===== config.mk =====
export PLATFORM = sky130hd
export DESIGN_NAME = pipe_stage_reg
export DESIGN_NICKNAME = d
export VERILOG_FILES = /design/src/rtl/pipe_pkg.sv /design/src/rtl/pipe_bundle_reg.sv /design/src/rtl/pipe_stage_reg.sv
export SDC_FILE = /design/constraint.sdc
export NUM_CORES = 1
export LEC_CHECK = 0
export CAP_MARGIN = 20
export CORE_MARGIN = 1
export CORE_UTILIZATION = 44
export CTS_CLUSTER_DIAMETER = 200
export DETAILED_ROUTE_END_ITERATION = 7
export PLACE_DENSITY = 0.89
export SLEW_MARGIN = 30
export SYNTH_ARGS = -nofsm -noshare
export SYNTH_HDL_FRONTEND = slang
export SYNTH_SLANG_ARGS = --single-unit
export TNS_END_PERCENT = 1

===== constraint.sdc =====
create_clock -name clk -period 4.2 [get_ports clk]
set_input_delay 0.42 -clock clk [delete_from_list [all_inputs] [get_ports clk]]
set_output_delay 0.42 -clock clk [all_outputs]
set_load 0.05 [all_outputs]

===== src/rtl/pipe_pkg.sv =====
// Shared definitions for the pipeline-stage register: skid FSM state encodings
// and the bubble control value driven whenever a slot holds no live instruction.
package pipe_pkg;

  typedef enum logic [1:0] {
    ST_EMPTY = 2'd0,
    ST_BUSY  = 2'd1,
    ST_FULL  = 2'd2
  } pipe_state_e;

  localparam int CTRL_NOP = 0;

endpackage


===== src/rtl/pipe_bundle_reg.sv =====
// Data+control bundle register with load enable and asynchronous active-low reset.
module pipe_bundle_reg #(
  parameter int           W       = 40,
  parameter logic [W-1:0] RST_VAL = '0
) (
  input  logic         clk,
  input  logic         reset,
  input  logic         load,
  input  logic [W-1:0] d,
  output logic [W-1:0] q
);

  always_ff @(posedge clk or negedge reset) begin
    if (!reset) begin
      q <= RST_VAL;
    end else if (load) begin
      q <= d;
    end
  end

endmodule


===== src/rtl/pipe_stage_reg.sv =====
// Generic pipeline-stage register with valid/ready handshake, flush and bubble gating.
// Define PIPE_SKID_EN for the 2-entry skid buffer with a registered o_ready.
module pipe_stage_reg
  import pipe_pkg::*;
#(
  parameter int                DATA_W   = 32,
  parameter int                CTRL_W   = 8,
  parameter logic [DATA_W-1:0] RST_DATA = '0
) (
  input  logic              clk,
  input  logic              reset,
  input  logic              i_valid,
  output logic              o_ready,
  input  logic [DATA_W-1:0] i_data,
  input  logic [CTRL_W-1:0] i_ctrl,
  input  logic              i_flush,
  output logic              o_valid,
  input  logic              i_ready,
  output logic [DATA_W-1:0] o_data,
  output logic [CTRL_W-1:0] o_ctrl
);

  localparam int              BW         = DATA_W + CTRL_W;
  localparam logic [BW-1:0]   BUNDLE_RST = {RST_DATA, CTRL_W'(CTRL_NOP)};

  pipe_state_e   state;
  pipe_state_e   next_state;
  logic          accept;
  logic          issue;
  logic          main_load;
  logic [BW-1:0] main_d;
  logic [BW-1:0] main_q;

  assign o_valid = (state != ST_EMPTY);
  assign accept  = i_valid & o_ready;
  assign issue   = o_valid & i_ready;

  always_ff @(posedge clk or negedge reset) begin
    if (!reset) begin
      state <= ST_EMPTY;
    end else begin
      state <= next_state;
    end
  end

`ifdef PIPE_SKID_EN
  logic          skid_load;
  logic [BW-1:0] skid_q;
  logic          ready_q;

  // Flush wins over every transition and drops any beat offered alongside it.
  always_comb begin
    next_state = state;
    if (i_flush) begin
      next_state = ST_EMPTY;
    end else begin
      case (state)
        ST_EMPTY: if (accept) next_state = ST_BUSY;
        ST_BUSY: begin
          if (accept && !issue) begin
            next_state = ST_FULL;
          end else if (!accept && issue) begin
            next_state = ST_EMPTY;
          end
        end
        ST_FULL:  if (issue) next_state = ST_BUSY;
        default:  next_state = ST_EMPTY;
      endcase
    end
  end

  // Main always presents the oldest beat; the skid entry catches the beat that
  // arrives while the downstream stage is stalled.
  always_comb begin
    main_load = 1'b0;
    skid_load = 1'b0;
    main_d    = {i_data, i_ctrl};
    if (!i_flush) begin
      case (state)
        ST_EMPTY: main_load = accept;
        ST_BUSY: begin
          main_load = accept & issue;
          skid_load = accept & ~issue;
        end
        ST_FULL: begin
          main_load = issue;
          main_d    = skid_q;
        end
        default: main_load = 1'b0;
      endcase
    end
  end

  always_ff @(posedge clk or negedge reset) begin
    if (!reset) begin
      ready_q <= 1'b1;
    end else begin
      ready_q <= (next_state != ST_FULL);
    end
  end

  assign o_ready = ready_q;

  pipe_bundle_reg #(
    .W       (BW),
    .RST_VAL (BUNDLE_RST)
  ) u_skid (
    .clk   (clk),
    .reset (reset),
    .load  (skid_load),
    .d     ({i_data, i_ctrl}),
    .q     (skid_q)
  );
`else
  always_comb begin
    next_state = state;
    if (i_flush) begin
      next_state = ST_EMPTY;
    end else begin
      case (state)
        ST_EMPTY: if (accept) next_state = ST_BUSY;
        ST_BUSY:  if (!accept && issue) next_state = ST_EMPTY;
        default:  next_state = ST_EMPTY;
      endcase
    end
  end

  // With a single entry an accept can only happen when the slot is free or draining.
  always_comb begin
    main_load = 1'b0;
    main_d    = {i_data, i_ctrl};
    if (!i_flush) begin
      main_load = accept;
    end
  end

  assign o_ready = ~o_valid | i_ready;
`endif

  pipe_bundle_reg #(
    .W       (BW),
    .RST_VAL (BUNDLE_RST)
  ) u_main (
    .clk   (clk),
    .reset (reset),
    .load  (main_load),
    .d     (main_d),
    .q     (main_q)
  );

  assign o_data = main_q[BW-1:CTRL_W];
  assign o_ctrl = o_valid ? main_q[CTRL_W-1:0] : CTRL_W'(CTRL_NOP);

endmodule


# Yosys cells after proc, flatten, opt, wreduce, memory -nomap -nowiden

Index checks and enable logic that the tools add are counted.

Output and inout port bits: 42
Word-level logic and storage cells: 20
Input bits: 45
Register bits after elaboration: 42

Equal/unequal tests: 3
Bitwise operators: 4
Mux-type cells: 6
Reduce and logical (&&, ||, !) cells: 5

Operators with widths:

| operator                                            | number |
|---|---|
| two-way mux 8 bit                                   | 1 |
| two-way mux 2 bit                                   | 3 |
| != test 3 bit, second input constant                | 2 |
| case mux 2 bit (2 select lines)                     | 1 |
| bitwise AND 1 bit                                   | 2 |
| equality test 2 x 1 -> 1 bit, second input constant | 1 |
| logical NOT 2 bit                                   | 1 |
| AND reduction 2 bit                                 | 1 |
| nonzero test 2 bit                                  | 1 |
| logical AND 1 bit                                   | 1 |
| logical NOT 1 bit                                   | 1 |
| two-way mux 1 bit                                   | 1 |
| inverter 1 bit                                      | 1 |
| OR 1 bit                                            | 1 |

# Logic depth before layout (Yosys ltp)

Gate-level depths: netlist (run 1).

Depth in word-level cells: 9
Gate-level depth with buffers: 4

# Hierarchy

Synthesis (run 1) repeated with hierarchy kept, for this count alone.

Cell total of the unflattened synthesis: 97
Area, all modules: 1615.3 um^2

By module, submodules not included:

| module          | instances | area an instance (um^2) | cells each | sequential area each (um^2) |
|---|---|---|---|---|
| pipe_bundle_reg | 1         | 1496.4                  | 84         | 1001.0 |
| pipe_stage_reg  | 1         | 118.9                   | 13         | 25.0 |

# Least setup slack after synthesis (run 1)

OpenSTA, ideal clock, no wires.

Path kind: register to register
Start: register state[0]
End: register u_main.q[26]
Clock period less this slack: 1.719 ns
Data arrival time: 1.594 ns
Setup slack: 2.481 ns
Cell stages (with the launch flop): 5
Library setup time: 0.125 ns
Required time: 4.075 ns
Cells stage by stage: dfrtp_1 nor2b_4 nor3b_4 buf_6 mux2_2

Cells in the longest elaborated chain, start to end: 5

Ends and longest elaborated chain:

| what                     | RTL line              | text |
|---|---|---|
| start: declaration       | pipe_stage_reg.sv:26  | `pipe_state_e state;` |
| start signal: assignment | pipe_stage_reg.sv:42  | `state <= next_state;` |
| nonzero test 2 bit       | pipe_stage_reg.sv:34  | `assign o_valid = (state != ST_EMPTY);` |
| inverter 1 bit           | pipe_stage_reg.sv:137 | `assign o_ready = ~o_valid \| i_ready;` |
| OR 1 bit                 | pipe_stage_reg.sv:137 |  |
| bitwise AND 1 bit        | pipe_stage_reg.sv:35  | `assign accept = i_valid & o_ready;` |
| two-way mux 1 bit        | pipe_stage_reg.sv:132 | `if (!i_flush) begin` |
| end signal: assignment   | pipe_bundle_reg.sv:15 | `q <= RST_VAL;` |
| end signal: assignment   | pipe_bundle_reg.sv:17 | `q <= d;` |
| end: declaration         | pipe_bundle_reg.sv:10 | `output logic [W-1:0] q` |

Every way passes these cells.
A chain may end at the register's enable or synchronous reset.

# Worst setup path after layout (run 1)

Start: input port i_ready
End: output port o_ready

Cells in the longest elaborated chain, start to end: 1

Ends and longest elaborated chain:

| what               | RTL line              | text |
|---|---|---|
| start: declaration | pipe_stage_reg.sv:18  | `input logic i_ready,` |
| OR 1 bit           | pipe_stage_reg.sv:137 |  |
| end: declaration   | pipe_stage_reg.sv:13  | `output logic o_ready,` |

Every way passes these cells.

==> metrics, run 1 <==
Worst-Margin Slew=0.537 ns; Pwr Total=1.28 mW; final max-slew violation count=0; yosys warns=0; dpl hpwl=2620 um; maxcap violations=0; outcome=finished clean; critical path cell sequence=clkdlybuf4s50_1 > nor2b_4 > inv_1 > clkdlybuf4s50_1; clock slew at reported path FFs=0.07 ns; final WL=3440 um; Boundary Pins=87; most frequent cells in the layout=clkdlybuf4s50_1 (85), dfrtp_1 (41), mux2_2 (37); Worst Setup Path Type=primary input to output port; input/output buffers=86; drt via density=4.67; crit path DAT=1.82 ns; PwrDens=491 nW/um^2; crit start category=primary input; # rows=23; CTS Buf Count=5; Inst Count DP=231; Clock Skews=0.00207 ns; GPL Wtd Cong=0.742; period utilization=0.533; Post-Syn Area=1860 sq um; top post-synthesis cells by area=dfrtp_1 (55%), mux2_2 (22%), buf_4 (13%); P_leak=1.07 nW; required time of the critical path=3.78 ns; DR vias=1117; cell taking the most area after synthesis=dfrtp_1; Most Frequent Cell on Critical Path=clkdlybuf4s50_1; Final Worst Setup Slack=1.96 ns; final cell count without fillers=239; core footprint=4030 sq um; CTS Hold Bufs=0; Die X=66.9 um; Slew HR=0.641; layout cell share with drive strength beyond 1=0.254; Synth Register Bits=41; Worst Hold Class=primary input to asynchronous set/reset pin; DIE AREA=4480 sq um; pre-CTS setup slack=1.95 ns; number of remaining DRC errors=0; Worst path max stage delay=0.79 ns; WL per Instance=14.4 um; Mapped Nets=175; post-route ant nets=0; clk buf depth=2; Initial DRC Count=21; Starting Density=0.461; CTS H-tree depth=2; Root Buffer=clkbuf_8; commonest non-fill, non-tap cell in the layout=clkdlybuf4s50_1; setup TNS=0 ns; Post-CTS Setup Bufs=0; antenna diode count=0; Mean Syn Cell Area=14.3 sq um; clk sinks=41; GRT Resource Usage Total=0.163; Die Y=66.9 um; synthesized instance count=130; synth-to-layout area growth=40.9%; Yosys top cell area share=0.553; first-pass GRT wire length=5240 um; clock latency on the worst-skew pair=0.28 ns; Final Hold Viols=0; First-pass DRT Iterations=2; CP Capture Type=output port; fin nets=233; Synth cell types=10; Crit-path slowest cell=clkdlybuf4s50_1; CTS resizes=0; Worst VDD drop=313 uV; Setup violations, final=0; Worst Path Max Fanout=3; initial antenna violation count=0; RSZ-0062 raised after global routing=no; vias in the first global route=1169; gr ovfl total=0; largest net degree at the start of global routing=42; min Tclk post-route=2.24 ns; CTS tree=built; WHS=0.108 ns; FMAX=0.447 GHz; post-synthesis sequential area ratio=0.553
-- flip-flops by register name (all words and copies together) (netlist names) --
name and count:
state 1, u_main.q 40
-- through the flow --
step / utilization / area [sq um]
floorplan: - / 1860
finish: 0.649 / 2620
CTS: 0.648 / 2610
global route: 0.649 / 2620
global placement: 0.620 / 2500
detailed placement: 0.620 / 2500
-- where the power goes --
group          switching (mW)  total, mW  internal [mW]
Clock                   0.120      0.313          0.194
Combinational           0.284      0.475          0.191
Sequential             0.0339      0.495          0.461
-- synthesized netlist by cell type --
cell type / count
mux2_2: 37
buf_4: 32
nor2b_4: 1
nor2_1: 2
inv_1: 1
mux2_1: 3
nor3b_4: 1
dfrtp_1: 41
buf_6: 4
and2_1: 8
-- layout make-up --
type / instances / area [sq um]
repair buffers: 87 / 866
flip-flops and latches: 41 / 1030
clock inverters: 1 / 30.0
inverters: 1 / 3.75
fillers: 293 / 1410
well taps: 50 / 62.6
clock buffers: 7 / 86.3
multi-input cells: 52 / 541
-- path summary, 6_finish.rpt --
kind	cells after the start	startpoint	end	slack (ns)
setup / recovery	4	i_ready	o_ready	1.96
hold / removal	1	reset	u_main.q[1]$_DFFE_PN0P_	0.11
setup reg to reg	4	state[0]$_DFFE_PN0P_	u_main.q[15]$_DFFE_PN0P_	2.40
hold reg to reg	1	u_main.q[32]$_DFFE_PN0P_	u_main.q[32]$_DFFE_PN0P_	0.50
max in group asynchronous	1	reset	u_main.q[26]$_DFFE_PN0P_	3.76
min in group clk	1	u_main.q[32]$_DFFE_PN0P_	u_main.q[32]$_DFFE_PN0P_	0.50
-- logic make-up after synthesis --
family | after synthesis | share of synthesized area
buffers and inverters | 37 | 0.156
AND/OR/NAND/NOR | 12 | 0.0486
multiplexers | 40 | 0.243
flip-flops | 41 | 0.553
-- worst max-delay path: cells and delay by family --
| kind | cells | cell delay (ns) |
|---|---|---|
| buffers and inverters | 3 | 1.34 |
| and+or+nand+nor | 1 | 0.06 |
-- layer usage --
layer	global-route usage	wire, um	share of wire
met2	0.301	1920	0.56
met3	0.0445	190	0.055
met5	0	0	0
met4	0.0798	104	0.030
met1	0.165	1230	0.36
Note: power is estimated with default switching activity, not from simulation.
==> run 2: changes to the inputs <==
Settings changed: CORE_UTILIZATION 44 to 41, PLACE_DENSITY 0.89 to 0.84.
Clock period 4.2 ns to 2.2 ns, I/O delays scaled along.
==> metrics, run 2 (synthesis gave the netlist of run 1 again) <==
DR vias=1128 (+0.98%); Inst Count DP=234 (+1.3%); crit path DAT=1.82 ns (about the same); FMAX=0.489 GHz; sw frac=0.354 (+0.0131); first-pass GRT wire length=5500 um (+5.0%); dpl hpwl=2370 um (-9.6%); commonest non-fill, non-tap cell in the layout=clkdlybuf4s50_1; R2R cell count=4 (unchanged); P_leak=1.07 nW (-0.45%); largest reg by FF count=u_main.q; Gate power share=0.390 (+0.020); worst reg2reg path startpoint=state[0]$_DFFE_PN0P_; PwrDens=889 nW/um^2 (+81%); setup TNS=0 ns (unchanged); GRT Resource Usage Total=0.147 (-0.0153); WL per Instance=13.4 um (-7.1%); RR Endpoint=u_main.q[14]$_DFFE_PN0P_; Slew HR=0.643 (+0.00255); CTS H-tree depth=2 (unchanged); Clock Skews=0.00257 ns (+0.000496 ns); min Tclk post-route=2.04 ns; core footprint=4350 sq um (+8.1%); Root Buffer=clkbuf_8; CTS Buf Count=5 (unchanged); final cell count without fillers=242 (+1.3%); final max-slew violation count=0 (unchanged); Post-DP Area=2510 sq um (+0.40%); Worst Path Max Fanout=10 (+7); max reg flops=40 (unchanged); final WL=3240 um (-5.9%); GPL Wtd Cong=0.756 (+1.9%); Worst Setup Path Type=flip-flop to output port; clock latency on the worst-skew pair=0.28 ns (about the same); fillcell total=361 (+23%); input/output buffers=86 (unchanged); Post-CTS Setup Bufs=0 (unchanged); post-route ant nets=0 (unchanged); required time of the critical path=1.98 ns (-1.80 ns); antenna diode count=0 (unchanged); vias in the first global route=1184 (+1.3%); Boundary Pins=87 (unchanged); Die Y=69.3 um (+3.5%); Worst VDD drop=410 uV (+31%); Starting Density=0.426 (-0.0344); clock share of power=0.205 (-0.039); layout cell share with drive strength beyond 1=0.253 (-0.00134); clock slew at reported path FFs=0.07 ns (about the same); initial antenna violation count=0 (unchanged); DIE AREA=4800 sq um (+7.1%); Worst Hold Class=primary input to asynchronous set/reset pin; CP Capture Type=output port; Final Hold Viols=0 (unchanged); drt via density=4.66 (-0.27%); clk buf depth=2 (unchanged); synth-to-layout area growth=40.4%; Die X=69.3 um (+3.5%); number of remaining DRC errors=0 (unchanged); largest net degree at the start of global routing=42 (unchanged); R2R setup slack=0.55 ns (-1.85 ns); CTS tree=built; Setup violations, final=0 (unchanged); outcome=finished clean; First-pass DRT Iterations=2 (unchanged); fin nets=235 (+0.86%); crit start category=flip-flop; gr ovfl total=0 (unchanged); total internal power=1.50 mW (+77%); maxcap violations=0 (unchanged); clk sinks=41 (unchanged); period utilization=0.929; RSZ-0062 raised after global routing=no; Initial DRC Count=51 (+140%); top flop regs=u_main.q (40), state (1); post-route core utilization=0.598 (-0.0508); # rows=24 (+4.3%); cell area after layout=2610 sq um (-0.38%); switching power total=0.820 mW (+87%); most frequent cells in the layout=clkdlybuf4s50_1 (85), dfrtp_1 (41), mux2_2 (37); Worst-Margin Slew=0.533 ns (-0.00382 ns); Seq pwr share=0.405 (+0.019)
run 2: cell count changes in the layout (fill, tap and decap cells not counted):
cell | before | now
bufinv_16 | 1 | 0
buf_4 | 2 | 3
dlygate4sd3_1 | 0 | 1
run 2: repair_timing:
item | 4_1_cts | 5_1_grt
hold buffers | 0 | 1
hold endpoints to repair | 0 | 41
resized for setup | 0 | 0
run 2: how the worst max path moves through the flow:
stage	slack, ns	endpoint	start
6_report	0.16	o_ready	state[0]$_DFFE_PN0P_
3_3_place_gp	0.36	o_ready	i_ready
3_5_place_dp	0.31	o_ready	i_ready
2_1_floorplan	0.48	u_main.q[26]$_DFFE_PN0P_	state[0]$_DFFE_PN0P_
5_1_grt	0.08	o_ready	state[0]$_DFFE_PN0P_
4_1_cts	0.13	o_ready	state[0]$_DFFE_PN0P_
run 2: critical path: stages (launching register included):
cell,delay (ns)
dfrtp_1,0.48
nor2b_4,0.18
inv_1,0.06
clkdlybuf4s50_1,0.82
run 2: final cells by class:
type | instances | area [sq um] | area share
sequential | 41 | 1030 | 0.394
timing repair buffer | 89 | 883 | 0.339
multi-input combinational | 52 | 541 | 0.207
clock buffer | 7 | 86.3 | 0.0331
tap | 52 | 65.1 | 0.0250
inverter | 1 | 3.75 | 0.00144
run 2: through the flow:
step | power (mW) | hold WS, ns | worst slack, ns
after global routing | 2.43 | 0.508 | 0.0766
final | 2.32 | 0.470 | 0.157
after global placement | 1.85 | 0.405 | 0.365
after detailed placement | 1.86 | 0.407 | 0.310
after CTS | 2.35 | 0.0918 | 0.130
after floorplan | 1.67 | -0.0756 | 0.481
run 2: routing by layer:
metal  global-route usage  vias to the layer above  wire length (um)
met3               0.0581                        7               269
met5                    0                        -                 0
met2                0.235                       49              1570
met4               0.0816                        0                86
li1                     -                      518                 -
met1                0.168                      554              1310
run 2: power groups by stage:
stage               Combinational [mW]  Sequential (mW)  Clock (mW)
finish                           0.903            0.939       0.474
global route                     0.939            0.959       0.534
CTS                              0.910            0.941       0.502
detailed placement               0.909            0.956           0
global placement                 0.899            0.950           0
floorplan                        0.723            0.943           0
